<file path="src/rtl/pipe_ctrl.sv">
// Pipeline register write-control for the 5-stage core: stalls, flushes, multi-cycle ops.
// Optional performance counters (stall_cyc, flush_cyc) are built when PIPE_PERF_EN is defined.
module pipe_ctrl #(
   parameter int unsigned MC_LAT = 4,
   parameter int unsigned PERF_W = 32
) (
   input  logic              clk,
   input  logic              resetn,
   input  logic              imem_busy,
   input  logic              dmem_busy,
   input  logic              load_use,
   input  logic              redirect,
   input  logic              mc_start,
   output logic [1:0]        FWrite,
   output logic [1:0]        DWrite,
   output logic [1:0]        EWrite,
   output logic [1:0]        MWrite,
   output logic [1:0]        WWrite
`ifdef PIPE_PERF_EN
   ,
   output logic [PERF_W-1:0] stall_cyc,
   output logic [PERF_W-1:0] flush_cyc
`endif
);

   localparam int unsigned CntW = $clog2(MC_LAT);

   localparam logic [1:0] Load  = 2'b00;
   localparam logic [1:0] Flush = 2'b01;
   localparam logic [1:0] Hold  = 2'b10;
   localparam logic [1:0] Mark  = 2'b11;

   typedef enum logic [1:0] {StRun, StMulti, StRedirWait} state_e;

   state_e          state_q, state_d;
   logic [CntW-1:0] mc_cnt_q, mc_cnt_d;
   logic            redir_pend_q, redir_pend_d;

   always_ff @(posedge clk or negedge resetn) begin
      if (!resetn) begin
         state_q      <= StRun;
         mc_cnt_q     <= '0;
         redir_pend_q <= 1'b0;
      end else begin
         state_q      <= state_d;
         mc_cnt_q     <= mc_cnt_d;
         redir_pend_q <= redir_pend_d;
      end
   end

   always_comb begin
      state_d      = state_q;
      mc_cnt_d     = mc_cnt_q;
      redir_pend_d = redir_pend_q;
      FWrite       = Load;
      DWrite       = Load;
      EWrite       = Load;
      MWrite       = Load;
      WWrite       = Load;
      if (dmem_busy) begin
         FWrite       = Hold;
         DWrite       = Mark;
         EWrite       = Hold;
         MWrite       = Hold;
         WWrite       = Flush;
         redir_pend_d = redir_pend_q | redirect;
      end else if (state_q == StMulti) begin
         FWrite   = Hold;
         DWrite   = Mark;
         EWrite   = Hold;
         MWrite   = Flush;
         mc_cnt_d = mc_cnt_q - CntW'(1);
         if (mc_cnt_q == CntW'(1)) state_d = StRun;
      end else if (state_q == StRun && mc_start) begin
         FWrite   = Hold;
         DWrite   = Mark;
         EWrite   = Hold;
         MWrite   = Flush;
         mc_cnt_d = CntW'(MC_LAT - 1);
         state_d  = StMulti;
      end else if (redirect || redir_pend_q) begin
         // While the fetch is still busy, F holds and the stale word is dropped in REDIR_WAIT.
         FWrite       = imem_busy ? Hold : Load;
         DWrite       = Flush;
         EWrite       = Flush;
         redir_pend_d = 1'b0;
         state_d      = imem_busy ? StRedirWait : StRun;
      end else if (state_q == StRedirWait) begin
         FWrite = imem_busy ? Hold : Load;
         DWrite = Flush;
         if (!imem_busy) state_d = StRun;
      end else if (load_use) begin
         FWrite = Hold;
         DWrite = Mark;
         EWrite = Flush;
      end else if (imem_busy) begin
         FWrite = Hold;
         DWrite = Flush;
      end
      if (!resetn) begin
         FWrite = Flush;
         DWrite = Flush;
         EWrite = Flush;
         MWrite = Flush;
         WWrite = Flush;
      end
   end

`ifdef PIPE_PERF_EN
   logic stall_evt, flush_evt;

   assign stall_evt = FWrite[1] | DWrite[1] | EWrite[1] | MWrite[1] | WWrite[1];
   assign flush_evt = !dmem_busy && state_q != StMulti && !(state_q == StRun && mc_start)
                      && (redirect || redir_pend_q || state_q == StRedirWait);

   always_ff @(posedge clk or negedge resetn) begin
      if (!resetn) begin
         stall_cyc <= '0;
         flush_cyc <= '0;
      end else begin
         if (stall_evt && stall_cyc != '1) stall_cyc <= stall_cyc + PERF_W'(1);
         if (flush_evt && flush_cyc != '1) flush_cyc <= flush_cyc + PERF_W'(1);
      end
   end
`endif

   param_check: assert property (@(posedge clk) MC_LAT >= 2 && PERF_W >= 1);

   // The fetch redirect machinery can track only one outstanding redirect.
   no_redir_in_wait: assert property (@(posedge clk) disable iff (!resetn)
      !(state_q == StRedirWait && redirect));

endmodule

</file>
<file path="config.mk">
export PLATFORM = sky130hd
export DESIGN_NAME = pipe_ctrl
export DESIGN_NICKNAME = d
export VERILOG_FILES = /design/src/rtl/pipe_ctrl.sv
export SDC_FILE = /design/constraint.sdc
export NUM_CORES = 1
export LEC_CHECK = 0
export CORE_AREA = 8 8 45 47
export DETAILED_ROUTE_END_ITERATION = 6
export DIE_AREA = 0 0 53 55
export DONT_BUFFER_PORTS = 1
export PLACE_DENSITY = 0.53
export SYNTH_ARGS = -nofsm -noshare
export SYNTH_HDL_FRONTEND = slang
export SYNTH_SLANG_ARGS = --single-unit
export TNS_END_PERCENT = 10
</file>
<file path="constraint.sdc">
create_clock -name clk -period 3 [get_ports clk]
set_input_delay 0.45 -clock clk [delete_from_list [all_inputs] [get_ports clk]]
set_output_delay 0.45 -clock clk [all_outputs]
set_load 0.02 [all_outputs]
</file>
==> key figures <==
Synth
  • Post-synth top flop: dfrtp_1
  • Seq cells post-synth: 5
  • Leading post-synthesis cells by cell area: dfrtp_1, nor2_1, a21oi_1
  • Most frequent cell after synthesis: nor2_1
  • Mapped cell area: roughly 370 um^2
  • Post-synth top area share: around a third
  • Warnings, synthesis: 0
  • Seq/Total Area, Yosys: roughly 34%
  • Commonest cells post-synth: nor2_1, dfrtp_1, a21oi_1, inv_1
  • Synth cell types: 24
  • Post-synth EDFFs: 0
  • Post-synthesis async set-or-reset flop share: 100%
  • Syn Inst Count: between 40 and 50
  • Syn avg cell area: 8.08 um^2
  • Post-Syn Nets: 54
  • Post-synth top area cell: dfrtp_1

Routing
  • Vias/cell: about 5.1
  • Initial DRC count: 6
  • Final wirelength: 985 um
  • Routed len/inst: approximately 15 um
  • Detailed-route via count: 331
  • Drt pass-1 iters: 3
  • ANT nets after route: 0
  • DRC errors left: 0

Clocking
  • Clk Latency, worst-skew pair: around 0.24 ns
  • CTS clk-pin slew, worst paths: ~0.040 ns
  • Sink Count: 5
  • Setup Fix Bufs, Post-CTS: 0
  • Htree depth: 1
  • Clock root cell: clkbuf_4
  • CTS Buf Count: 3
  • Clock Path Buffers: 2
  • TritonCTS clock tree: done

Final layout
  • NumNets Final: between 50 and 60
  • Layout cells sized above 1: between 15 and 20%
  • Synthesis-to-layout area growth: 12.1%
  • Layout fillers: about 160
  • Diodes inserted: 0

Place
  • DP Wirelength: 737 um
  • GP Congestion: ~0.72
  • I/O Buffers: 0

Critical path
  • Worst endpoint data arrival time: between 1.5 and 2 ns
  • Critical Path End Type: primary output
  • Bufs and invs on worst path: 0
  • Critical path cell sequence: o21ba_2 -> o31ai_1
  • Slowest CP cell: o31ai_1
  • Crit Path Max Fanout: 8
  • Worst EP required: 2.55 ns
  • Setup CP Type: flop to primary output
  • Crit-path max cell delay: 0.64 ns
  • Cell family with most CP delay: compound AO/OA/AOI/OAI gates
  • Crit start category: flop

Timing
  • RSZ-0062 raised after global routing: false
  • Worst Tran Pin Value: between 0.7 and 0.8 ns
  • Final setup vio count: 0
  • Setup Skew: about 0.0016 ns
  • Setup_tns: 0 ns
  • Final Hold Fails: 0
  • Min Clock Period, post-route: approximately 2.0 ns
  • Period utilization: 67.9%
  • Fin. max-slew vios: 0
  • Max Clk Rate: a little under 500 MHz
  • Relative slew slack: about half

Global route
  • Largest net degree at the start of global routing: 12
  • Total grt overflow: 0
  • Vias in the first global route: approximately 370
  • Total track usage: a little under 8%
  • First-pass GRT wire length: roughly 1600 um
  • Initial antenna violation count: 0

Hold path
  • Hold Crit Class: input port to flop

Power
  • Power density over the cells: slightly above 900 mW/mm^2
  • Total power: between 0.3 and 0.4 mW
  • Leak: about 0.18 nW
  • Worst vdd ir: around 0.31 mV

Die
  • I/O Pins: 17
  • Core ar.: between 0.001 and 0.0015 mm^2
  • Die width: 53 um
  • Initial Util: 26.9%
  • Row count: 14
  • Die area: about 0.0029 mm^2
  • Die H: ~55 um

Run status
  • Status: complete, no violations

Flow run
  • Max-cap viol count: 0
placed cells by master, fill, tap and decap left out, types with 2 or more instances in the layout:
master / instances
dfrtp_1: 5
nand2_1: 3
o21ai_0: 3
inv_1: 4
nor2_1: 7
or3_1: 2
a21oi_1: 4
clkbuf_4: 3
nand2b_1: 2
layer usage:
metal	global-route usage [%]	part of all wire [%]
met5	0	0
met4	6.47	0.91
met3	5.35	19
met2	11.5	40
met1	7.19	40
registers in the layout, summed over array words and instances (netlist names):
| signal | cells |
|---|---|
| mc_cnt_q | 2 |
| state_q | 2 |
| redir_pend_q | 1 |
final timing paths:
kind / from / end / slack (ns) / cells after the start
setup / recovery: state_q[0] / EWrite[0] / 0.96 / 2
hold / removal: dmem_busy / redir_pend_q / 0.36 / 1
setup reg to reg: state_q[1] / mc_cnt_q[1] / 1.78 / 3
hold reg to reg: mc_cnt_q[0] / mc_cnt_q[0] / 0.50 / 1
max in group asynchronous: resetn / redir_pend_q / 2.29 / 1
min in group asynchronous: resetn / state_q[0] / 0.51 / 1
metrics by stage:
stage / hold slack, ns / cells / area [um^2] / utilization (%) / setup slack (ns)
3_5_place_dp: 0.155 / 60 / 380 / 27.5 / 1.19
3_3_place_gp: 0.155 / 60 / 380 / 27.5 / 1.20
2_1_floorplan: 0.154 / 46 / 372 / - / 1.25
4_1_cts: 0.349 / 65 / 417 / 30.1 / 0.927
5_1_grt: 0.347 / 65 / 417 / 30.1 / 0.843
6_report: 0.356 / 65 / 417 / 30.1 / 0.964
layout make-up:
cell class / count / area, um^2 / share of cell area (%)
clock buffer: 4 / 26.3 / 6.31
inverter: 4 / 15.0 / 3.60
multi-input combinational: 35 / 220 / 52.9
sequential: 5 / 125 / 30.0
tap: 16 / 20.0 / 4.80
timing repair buffer: 1 / 10.0 / 2.40
power by group:
| part | internal [mW] | switching [mW] | leakage [nW] |
|---|---|---|---|
| combinational | 0.0748 | 0.0951 | 0.103 |
| sequential | 0.101 | 0.0360 | 0.0572 |
| clock | 0.0502 | 0.0268 | 0.0150 |
| total | 0.226 | 0.158 | 0.175 |
what timing repair did:
action,4_1_cts,5_1_grt
hold buffers,1,0
endpoints found under the hold margin,5,0
gates resized for setup,0,0
setup endpoints to repair,0,0
kinds of logic after synthesis:
group	count (synthesis)	synth area share, %
adder cells (fa/ha/maj)	1	3.37
AND/OR/NAND/NOR	18	25.6
buffers and inverters	6	7.07
flip-flops	5	33.7
AO/OA/AOI/OAI	15	29.3
other	1	1.01
No activity file was read; power rests on OpenSTA's default activity.
